$ cat src/rtl/seg_scan_if.sv
// Segment-scanner bus: display data going in, segment/anode pins and
// scan strobes coming out.
interface seg_scan_if #(
  parameter int NUM_DIGITS = 4,
  parameter int DATA_W     = 8
);
  logic [NUM_DIGITS*DATA_W-1:0] digits_in;
  logic [NUM_DIGITS-1:0]        digit_en;
  logic [DATA_W-1:0]            seg;
  logic [NUM_DIGITS-1:0]        an;
  logic                         slot_tick;
  logic                         frame_tick;

  // Data-register side: supplies patterns and enables, observes the pins.
  modport master (
    output digits_in, digit_en,
    input  seg, an, slot_tick, frame_tick
  );

  // Scanner side.
  modport slave (
    input  digits_in, digit_en,
    output seg, an, slot_tick, frame_tick
  );
endinterface

$ cat src/rtl/seg_scan_mux.sv
// Seven-segment scanner. It time-multiplexes NUM_DIGITS active-low patterns
// onto one segment bus with active-low anodes. Each slot opens with a blank
// interval that suppresses ghosting. Data is captured once per slot on
// entry to SHOW, so mid-slot input changes never tear a digit.
module seg_scan_mux #(
  parameter int NUM_DIGITS   = 4,
  parameter int DATA_W       = 8,
  parameter int REFRESH_DIV  = 100000,
  parameter int BLANK_CYCLES = 1000
) (
  input  logic        clk,
  input  logic        rst,
  seg_scan_if.slave   bus
);

  localparam int PW         = (REFRESH_DIV > 2) ? $clog2(REFRESH_DIV) : 1;
  localparam int IW         = $clog2(NUM_DIGITS);
  localparam int BLANK_LAST = (BLANK_CYCLES > 0) ? BLANK_CYCLES - 1 : 0;

  localparam logic [PW-1:0] POS_LAST   = PW'(REFRESH_DIV - 1);
  localparam logic [PW-1:0] BLANK_EXIT = PW'(BLANK_LAST);
  localparam logic [IW-1:0] IDX_LAST   = IW'(NUM_DIGITS - 1);

  typedef enum logic {BLANK, SHOW} state_t;

  state_t                  state, state_d;
  logic [PW-1:0]           pos, pos_d;
  logic [IW-1:0]           idx, idx_d;
  logic                    first;
  logic                    wrap, load, blank;
  logic [DATA_W-1:0]       seg_sel;
  logic                    en_sel;
  logic [NUM_DIGITS-1:0]   an_sel;

  // Next slot position, digit index and state; decides when to capture or blank.
  always_comb begin
    wrap    = (pos == POS_LAST);
    pos_d   = wrap ? '0 : pos + 1'b1;
    idx_d   = idx;
    if (wrap) idx_d = (idx == IDX_LAST) ? '0 : idx + 1'b1;
    state_d = state;
    load    = 1'b0;
    blank   = 1'b0;
    if (BLANK_CYCLES == 0) begin
      // No blank interval: capture on every wrap, plus once right after reset.
      state_d = SHOW;
      load    = wrap || first;
    end else begin
      case (state)
        BLANK: if (pos == BLANK_EXIT) begin
          state_d = SHOW;
          load    = 1'b1;
        end
        SHOW: if (wrap) begin
          state_d = BLANK;
          blank   = 1'b1;
        end
        default: state_d = BLANK;
      endcase
    end
    // The digit to capture is the one whose slot the next cycle belongs to.
    seg_sel = bus.digits_in[idx_d*DATA_W +: DATA_W];
    en_sel  = bus.digit_en[idx_d];
    an_sel  = ~({{(NUM_DIGITS-1){1'b0}}, 1'b1} << idx_d);
  end

  // Scan counters and state register.
  always_ff @(posedge clk) begin
    if (rst) begin
      state <= (BLANK_CYCLES == 0) ? SHOW : BLANK;
      pos   <= '0;
      idx   <= '0;
      first <= 1'b1;
    end else begin
      state <= state_d;
      pos   <= pos_d;
      idx   <= idx_d;
      first <= 1'b0;
    end
  end

  // Registered pins and strobes; segments and anodes change only on capture or blank.
  always_ff @(posedge clk) begin
    if (rst) begin
      bus.seg        <= '1;
      bus.an         <= '1;
      bus.slot_tick  <= 1'b0;
      bus.frame_tick <= 1'b0;
    end else begin
      bus.slot_tick  <= wrap;
      bus.frame_tick <= wrap && (idx_d == '0);
      if (load) begin
        if (en_sel) begin
          bus.seg <= seg_sel;
          bus.an  <= an_sel;
        end else begin
          bus.seg <= '1;
          bus.an  <= '1;
        end
      end else if (blank) begin
        bus.seg <= '1;
        bus.an  <= '1;
      end
    end
  end

endmodule
$ cat src/flat_wrapper.sv
// flat-port wrapper written by rule: the top's interface ports become plain ports
module seg_scan_mux_flat 
#(
  parameter int NUM_DIGITS   = 4,
  parameter int DATA_W       = 8,
  parameter int REFRESH_DIV  = 100000,
  parameter int BLANK_CYCLES = 1000
)
  (clk, rst, bus_digits_in, bus_digit_en, bus_seg, bus_an, bus_slot_tick, bus_frame_tick);
  seg_scan_if #(.NUM_DIGITS(NUM_DIGITS), .DATA_W(DATA_W)) bus_i ();
  input  logic clk;
  input  logic rst;
  input wire logic [$bits(bus_i.digits_in)-1:0] bus_digits_in;
  input wire logic [$bits(bus_i.digit_en)-1:0] bus_digit_en;
  output wire logic [$bits(bus_i.seg)-1:0] bus_seg;
  output wire logic [$bits(bus_i.an)-1:0] bus_an;
  output wire logic [$bits(bus_i.slot_tick)-1:0] bus_slot_tick;
  output wire logic [$bits(bus_i.frame_tick)-1:0] bus_frame_tick;
  assign bus_i.digits_in = bus_digits_in;
  assign bus_i.digit_en = bus_digit_en;
  assign bus_seg = bus_i.seg;
  assign bus_an = bus_i.an;
  assign bus_slot_tick = bus_i.slot_tick;
  assign bus_frame_tick = bus_i.frame_tick;
  seg_scan_mux #(.NUM_DIGITS(NUM_DIGITS), .DATA_W(DATA_W), .REFRESH_DIV(REFRESH_DIV), .BLANK_CYCLES(BLANK_CYCLES)) u_core (.clk(clk), .rst(rst), .bus(bus_i));
endmodule
$ cat config.mk
export PLATFORM = sky130hd
export DESIGN_NAME = seg_scan_mux_flat
export DESIGN_NICKNAME = d
export VERILOG_FILES = /design/src/rtl/seg_scan_if.sv /design/src/rtl/seg_scan_mux.sv /design/src/flat_wrapper.sv
export SDC_FILE = /design/constraint.sdc
export NUM_CORES = 1
export LEC_CHECK = 0
export CAP_MARGIN = 10
export CORE_MARGIN = 3
export CORE_UTILIZATION = 46
export DETAILED_ROUTE_END_ITERATION = 8
export PLACE_DENSITY = 0.79
export SLEW_MARGIN = 15
export SYNTH_ARGS = -nofsm -noshare
export SYNTH_HDL_FRONTEND = slang
export SYNTH_SLANG_ARGS = --single-unit
$ cat constraint.sdc
create_clock -name clk -period 2.9 [get_ports clk]
set_input_delay 0.435 -clock clk [delete_from_list [all_inputs] [get_ports clk]]
set_output_delay 0.435 -clock clk [all_outputs]
set_load 0.03 [all_outputs]
Word-level counts from Yosys, hierarchy flattened
Cells that the tools add are included.
{"block": "classes", "addsub": 2, "n_lt_le_gt_ge": 1, "n_eq_ne": 3, "shifts": 2, "mux": 16, "bitwise_logic": 2, "reduce_logical": 4}
{"operator": "variable part select 32 x 6 -> 8 bit", "count": 1}
{"operator": "2-to-1 mux 8 bit", "count": 3}
{"operator": "adder 17 x 1 -> 17 bit (second input constant)", "count": 1}
{"operator": "== test 17 x 10 -> 1 bit (second input constant)", "count": 1}
{"operator": "== test 17 bit (second input constant)", "count": 1}
{"operator": "2-to-1 mux 4 bit", "count": 3}
{"operator": "2-to-1 mux 1 bit", "count": 6}
{"operator": "2-to-1 mux 2 bit", "count": 2}
{"operator": "inverter 4 bit", "count": 1}
{"operator": "<< shifter 1 x 2 -> 4 bit (first input constant)", "count": 1}
{"operator": "less-than comparator 2 x 3 -> 1 bit (second input constant)", "count": 1}
{"operator": "adder 2 x 1 -> 2 bit (second input constant)", "count": 1}
{"operator": "binary-select mux 1 bit (select 2 bit)", "count": 1}
{"operator": "== test 2 bit (second input constant)", "count": 1}
{"operator": "logical NOT 2 bit", "count": 1}
{"operator": "case mux 1 bit (2 select lines)", "count": 1}
{"operator": "nonzero test 2 bit", "count": 1}
{"operator": "OR reduction 2 bit", "count": 1}
{"operator": "logical AND 1 bit", "count": 1}
{"operator": "inverter 1 bit", "count": 1}
{"block": "word_totals", "regBits": 34, "inputBits": 38, "output_inout_bits": 14, "word_cells": 37}

Depth between registers and ports, before layout
Gate-level depths: netlist of run 1.
{"block": "depth", "depth_word": 7, "depth_mapped": 8}

Least setup slack after synthesis of run 1
OpenSTA, ideal clock, no wires.
{"block": "synth_timing", "path_kind": "reg2reg", "start": "register u_core.pos[0]", "end": "register u_core.bus.seg[0]", "setup_time_ps": 58, "arrival_ps": 2495, "path_slack_ps": 347, "path_stages_with_launch": 8, "synth_period_minus_slack_ps": 2553, "cell_sequence": "dfxtp_1 -> ha_1 -> nand4_1 -> nor4_4 -> mux2i_1 -> mux2_2 -> a22oi_4 -> o22a_1"}
{"block": "synth_between", "elab_chain_cells": 6, "elab_cells_between_ends": 13, "cone_classes": "2 x eq/ne; 1 x shift; 9 x mux; 1 x reduce/logical"}
{"element": "start, declared", "line": "seg_scan_mux.sv:27", "source": "logic [PW-1:0] pos, pos_d;"}
{"element": "start signal, assigned", "line": "seg_scan_mux.sv:76", "source": "pos <= pos_d;"}
{"element": "parallel branches: the longest is 6 deep, another holds variable part select 32 x 6 -> 8 bit"}
{"element": "end signal, assigned", "line": "seg_scan_mux.sv:94", "source": "bus.seg <= seg_sel;"}
{"element": "end, declared", "line": "seg_scan_if.sv:23", "source": "output seg, an, slot_tick, frame_tick"}
Several ways; the timed one is not identified. The select of a mux whose other input is x is not followed.
A chain may end at the register's enable or synchronous reset.

Worst setup path after layout of run 1
{"block": "layout_timing", "start": "register u_core.pos[11]", "end": "register u_core.bus.seg[2]"}
Same word-level chain as after synthesis.

==> impl_metrics.toml, run 1 <==
[floorplan]
die_h_um = 65.9
ios = 52
fp.dieArea_um2 = 4340
die_x_um = 65.9
core_area_um2 = 3390
start_util = 0.487
rows = 21

[synth]
netlist_area_um2 = 1650
yosysWarnings = 0
ys_ff_latch = 34
ys_top_cells_by_area = "dfxtp_1 (41%), mux2i_1 (16%), nor2_1 (5.7%)"
yosys.area.top_type = "dfxtp_1"
mappedNetlistNets = 211
synthCells = 171
syn_avg_cell_area_um2 = 9.64
seq_area_frac_synth = 0.413
yosysUniqueCellTypes = 34
netlist.area_leader.share = 0.413

[sta]
finalHoldViolations = 0
post-route-min-period_ns = 2.59
finalClockSkew_ns = 0.00588
setup_viol_count_final = 0
drv_slew = 0
tns_ns = 0
fmax_mhz = 386
rsz0062_at_grt = "no"
finalCritPeriodShare = 0.893
worst_slew_pin_slew_ns = 0.463
slew_headroom = 0.690

[drt]
drt-total-wl_mm = 3.84
detail_route.wl_per_cell_um = 14.1
vias = 1465
drt_iter0_drc = 118
dr.pass1.iters = 4
ant_nets = 0
drc = 0
vias_per_cell = 5.39

[setup_path]
r2r_start = "u_core.pos[11]"
cp-start-kind = "register"
r2r_slack_ns = 0.31
crit_type = "reg2reg"
crit_chain = "or4_4 > nor4_4 > mux2i_2 > buf_12 > nor3b_2 > a22oi_4 > o22a_1"
critPathTopFamily = "simple AND/OR/NAND/NOR gates"
cp.depth = 7
worst-endpoint-arrival_ns = 2.82
cp_max_fo = 22
cp_num_buf_inv = 1
cp.required_ns = 3.13
crit_path_end_kind = "register"
worstSetupStartpoint = "u_core.pos[11]"
worstSetupEndpoint = "u_core.bus.seg[2]"
r2r_end = "u_core.bus.seg[2]"
cp_slowest_cell = "or4_4"
r2r_cells = 7
slowest_delay_ns = 0.57

[global_routing]
grt_overflow = 0
grt_start_max_net_pins = 23
grt_pass1_wl_mm = 6.82
grt_usage = 0.204
grt_pass1_vias = 1479
antenna_found_initial = 0

[final_layout]
antenna_cells = 0
nNetsFinal = 266
drive_above_1_share = 0.0885
fin_area_um2 = 2280
nFillCells = 274
syn_to_final_growth_pct = 38.5

[power_and_ir_drop]
p_sw_mw = 0.176
leakagePower_nw = 1.01
p_int_mw = 0.614
comb_power_share = 0.102
pwr-share-clk = 0.297
switching_share = 0.223
ir_worst_vdd_v = 0.000174
seq_power_share = 0.601
powerDensity_nw_per_um2 = 346

[placement]
io_buffers = 51
dpl.hpwl_mm = 3.03
gp_congestion = 0.813
dpl_cell_area_um2 = 2230

[hold_path]
holdPathStages = 1
hold_path.class = "reg2reg"

[cts]
cts_tree = "done"
cts_sinks = 34
cts.htree.levels = 2
cts.clk_slew.worst_paths_ns = 0.10
ctsHoldBuffers = 0
cts_buffer_depth = 2
clk_latency_ns = 0.33
cts_root_buf = "clkbuf_4"
numCtsBuffers = 5

[job]
drv_cap = 0

[run_status]
status = "finished, final reports clean"
[Yosys cell counts (all sizes together)]
cell type / number
dfxtp: 34
mux2i: 26
nor2: 25
xor2: 9
nand2: 8
nand3: 8
o22a: 8
a21oi: 5
and3: 5
buf: 4
xnor2: 4
clkbuf: 3
inv: 3
or3: 3
or4: 3
a31oi: 2
and2: 2
ha: 2
mux2: 2
nand3b: 2
nand4: 2
nor3: 2
nor4: 2
o21ai: 2
a22oi: 1
nand4b: 1
nand4bb: 1
nor3b: 1
o211ai: 1
[worst min-delay path by stage]
stage / from / end / slack (ns)
4_1_cts: u_core.pos[0] / u_core.pos[0] / 0.50
3_5_place_dp: u_core.pos[0] / u_core.pos[0] / 0.47
6_report: u_core.pos[0] / u_core.pos[0] / 0.49
2_1_floorplan: u_core.pos[0] / u_core.pos[0] / 0.44
3_3_place_gp: u_core.pos[0] / u_core.pos[0] / 0.45
5_1_grt: u_core.bus.seg[3] / u_core.bus.seg[3] / 0.52
[layout make-up]
cell class                      instances  area, µm²  area share
Multi-Input combinational cell        127        935       0.409
Timing Repair Buffer                   55        553       0.242
Tap cell                               46       57.6      0.0252
Sequential cell                        34        681       0.298
Clock inverter                          2       10.0     0.00438
Clock buffer                            5       37.5      0.0164
Inverter                                3       11.3     0.00493
[per-layer routing]
layer	vias to the layer above	part of all wire	GRT usage
met5	-	0	0
met4	0	0.017	0.0699
met3	8	0.048	0.0527
met2	41	0.53	0.358
met1	698	0.40	0.238
li1	718	-	-
[power by group through the flow]
| stage | Combinational (mW) | Sequential, mW | Clock, mW |
|---|---|---|---|
| floorplan | 0.0280 | 0.483 | 0 |
| global placement | 0.0785 | 0.485 | 0 |
| detailed placement | 0.0813 | 0.485 | 0 |
| CTS | 0.0814 | 0.475 | 0.240 |
| global route | 0.0889 | 0.476 | 0.257 |
| finish | 0.0808 | 0.475 | 0.235 |
[timing repair]
item,CTS,global route
setup endpoints to repair,0,8
setup buffers,0,0
resized for setup,0,1
[sequential cells by signal (all words and copies together) (netlist names)]
register	flops
u_core.bus.frame_tick	1
u_core.pos	17
u_core.bus.an	4
u_core.bus.seg	8
u_core.idx	2
u_core.state	1
u_core.bus.slot_tick	1
[cell usage in the layout, fill, tap and decap left out, drive strengths merged, types with 3 or more instances in the layout]
master	count
nand2	8
and3	5
buf	4
or4	3
inv	3
o22a	8
clkdlybuf4s50	51
mux2i	26
dfxtp	34
xnor2	4
or3	3
xor2	9
clkbuf	5
a21oi	5
nand3	8
nor2	25
[stage by stage]
stage               hold slack, ns  utilization  setup slack (ns)  cells  total power, mW
finish                       0.493        0.674             0.311    272            0.790
detailed placement           0.473        0.659             0.159    265            0.567
global placement             0.452        0.659             0.348    265            0.563
floorplan                    0.442            -             0.347    171            0.511
CTS                          0.496        0.673             0.131    272            0.796
global route                 0.519        0.674             0.104    272            0.821
[cells by family after synthesis]
| logic type | after synthesis | synth area share |
|---|---|---|
| flip-flops | 34 | 0.413 |
| AND/OR/NAND/NOR | 65 | 0.215 |
| multiplexers | 28 | 0.174 |
| XOR/XNOR | 13 | 0.0690 |
| adder cells (fa/ha/maj) | 2 | 0.0152 |
| AO/OA/AOI/OAI | 19 | 0.0888 |
| buffers and inverters | 10 | 0.0250 |
Power figures use the tool's default switching activity.
==> inputs of run 2 (changes only) <==
- HOLD_SLACK_MARGIN: unset -> 0.15
- TNS_END_PERCENT: unset -> 30
==> results of run 2 <==
The final DEF is identical to that of run 1; final timing and power are the same.
==> inputs of run 3 (changes only) <==
- CORE_ASPECT_RATIO: unset -> 1.1
- MAX_ROUTING_LAYER: unset -> met4
- clock period: 2.9 -> 2.5 ns (I/O delays scaled with it)
==> impl_metrics.toml, run 3 (synthesized netlist as in run 1, its figures left out) <==
[run_status]
status = "finished, final reports clean"

[sta]
drv_slew = 0
rsz0062_at_grt = "yes"
finalClockSkew_ns = 0.0118
setup_viol_count_final = 0
finalCritPeriodShare = 0.978
tns_ns = 0
fmax_mhz = 409
post-route-min-period_ns = 2.44
finalHoldViolations = 0
worst_slew_pin_slew_ns = 0.525
slew_headroom = 0.649
worst_slack_ns = 0.0554

[setup_path]
r2r_cells = 6
cp_slowest_cell = "or4_4"
slowest_delay_ns = 0.55
worst-endpoint-arrival_ns = 2.72
crit_path_end_kind = "register"
crit_chain = "or4_4 > nor4_4 > mux2i_2 > mux2_4 > a22oi_4 > o22a_1"
critPathTopFamily = "simple AND/OR/NAND/NOR gates"
cp-start-kind = "register"
r2r_slack_ns = 0.06
r2r_end = "u_core.bus.seg[6]"
crit_type = "reg2reg"
cp_max_fo = 8
r2r_start = "u_core.pos[13]"
cp_num_buf_inv = 0
cp.required_ns = 2.77

[global_routing]
grt_overflow = 0
gr-usage-met2 = 0.361
use_met1 = 0.208
grt_start_max_net_pins = 16
grt_usage = 0.200
met3_usage = 0.0470
grt_pass1_vias = 1524
antenna_found_initial = 0
top_usage_layer = "met2"
grt_pass1_wl_mm = 6.52

[floorplan]
core_area_um2 = 3390
die_h_um = 68.8
fp.dieArea_um2 = 4340
die_x_um = 63.1
start_util = 0.487
rows = 22
ios = 52

[drt]
drt-total-wl_mm = 3.89
drc = 0
ant_nets = 0
vias = 1499
drt_iter0_drc = 62
dr.pass1.iters = 4
vias_per_cell = 5.35
detail_route.wl_per_cell_um = 13.9

[cts]
cts_root_buf = "clkbuf_4"
ctsHoldBuffers = 0
numCtsBuffers = 5
cts_sinks = 34
cts.htree.levels = 2
clk_latency_ns = 0.33
cts.clk_slew.worst_paths_ns = 0.10
cts_buffer_depth = 2
cts_tree = "done"

[final_layout]
top_register = "u_core.pos"
final_common_cell = "clkdlybuf4s50_1"
reg_top3 = "u_core.pos x17, u_core.bus.seg x8, u_core.bus.an x4"
nNetsFinal = 271
syn_to_final_growth_pct = 41.6
post-route-util = 0.690
stdcell_count = 280
fin_area_um2 = 2330
largest_reg_flops = 17
most-common-layout-cells = "clkdlybuf4s50_1 (51), dfxtp_1 (29), nor2_1 (25)"
antenna_cells = 0
drive_above_1_share = 0.129

[power_and_ir_drop]
comb_power_share = 0.104
p_sw_mw = 0.206
seq_power_share = 0.575
p_int_mw = 0.751
pwr-share-clk = 0.321
ir_worst_vdd_v = 0.000224
switching_share = 0.215
powerDensity_nw_per_um2 = 410
leakagePower_nw = 1.04

[hold_path]
holdPathStages = 1
min_from = "u_core.pos[0]"
hold_end = "u_core.pos[0]"
hold_path.class = "reg2reg"

[placement]
io_buffers = 51
dpl.hpwl_mm = 3.06
dpl_cell_area_um2 = 2260
gp_congestion = 0.862
pre_cts_slack_ns = 0.0742
dpl.cell_count = 271

[job]
drv_cap = 0
## run 3: cell count changes in the layout (fill, tap and decap cells not counted), sizes merged
cell / change
buf: +5
clkinv: -1
clkbuf: +2
## run 3: final cells by class
cell class / instances / area [µm²]
clock buffer: 7 / 55.1
tap: 48 / 60.1
multi-input combinational: 127 / 938
sequential: 34 / 687
clock inverter: 1 / 5.00
timing repair buffer: 60 / 578
inverter: 3 / 11.3
fill: 284 / 1050
## run 3: repair_timing
action,in CTS,in global routing
setup endpoints to repair,0,8
resized for setup,0,6
setup buffers,0,1
## run 3: how the worst max path moves through the flow
stage / from / endpoint / slack (ns) / cells past startpoint
3_5_place_dp: u_core.pos[11] / u_core.bus.seg[5] / 0.07 / 6
4_1_cts: u_core.pos[0] / u_core.bus.seg[5] / 0.04 / 7
6_report: u_core.pos[13] / u_core.bus.seg[6] / 0.06 / 6
3_3_place_gp: u_core.pos[11] / u_core.bus.seg[1] / 0.15 / 6
2_1_floorplan: u_core.pos[0] / u_core.bus.seg[2] / 0.02 / 8
5_1_grt: u_core.pos[13] / u_core.bus.seg[5] / -0.05 / 6
## run 3: worst reg2reg max path: cells and delay by family, from the launching register on
| family | cells | cell delay [ns] |
|---|---|---|
| flip-flops | 1 | 0.35 |
| AO/OA/AOI/OAI | 2 | 0.50 |
| AND/OR/NAND/NOR | 2 | 0.81 |
| multiplexers | 2 | 0.74 |
## run 3: layer usage
metal  up-vias  wire length (µm)
met5         -                 0
met4         0               123
met3        14               163
met2        44              1970
met1       713              1640
li1        728                 -
## run 3: power by group through the flow
stage          sequential, mW  combinational, mW  clock [mW]
3_3_place_gp            0.561             0.0945           0
3_5_place_dp            0.562             0.0997           0
2_1_floorplan           0.561             0.0324           0
6_report                0.550             0.0999       0.307
5_1_grt                 0.551              0.108       0.335
4_1_cts                 0.549              0.100       0.315
## run 3: through the flow
| step | hold slack, ns | power (mW) |
|---|---|---|
| floorplan | 0.442 | 0.593 |
| global placement | 0.453 | 0.656 |
| detailed placement | 0.471 | 0.662 |
| CTS | 0.485 | 0.965 |
| global route | 0.480 | 0.994 |
| finish | 0.456 | 0.957 |
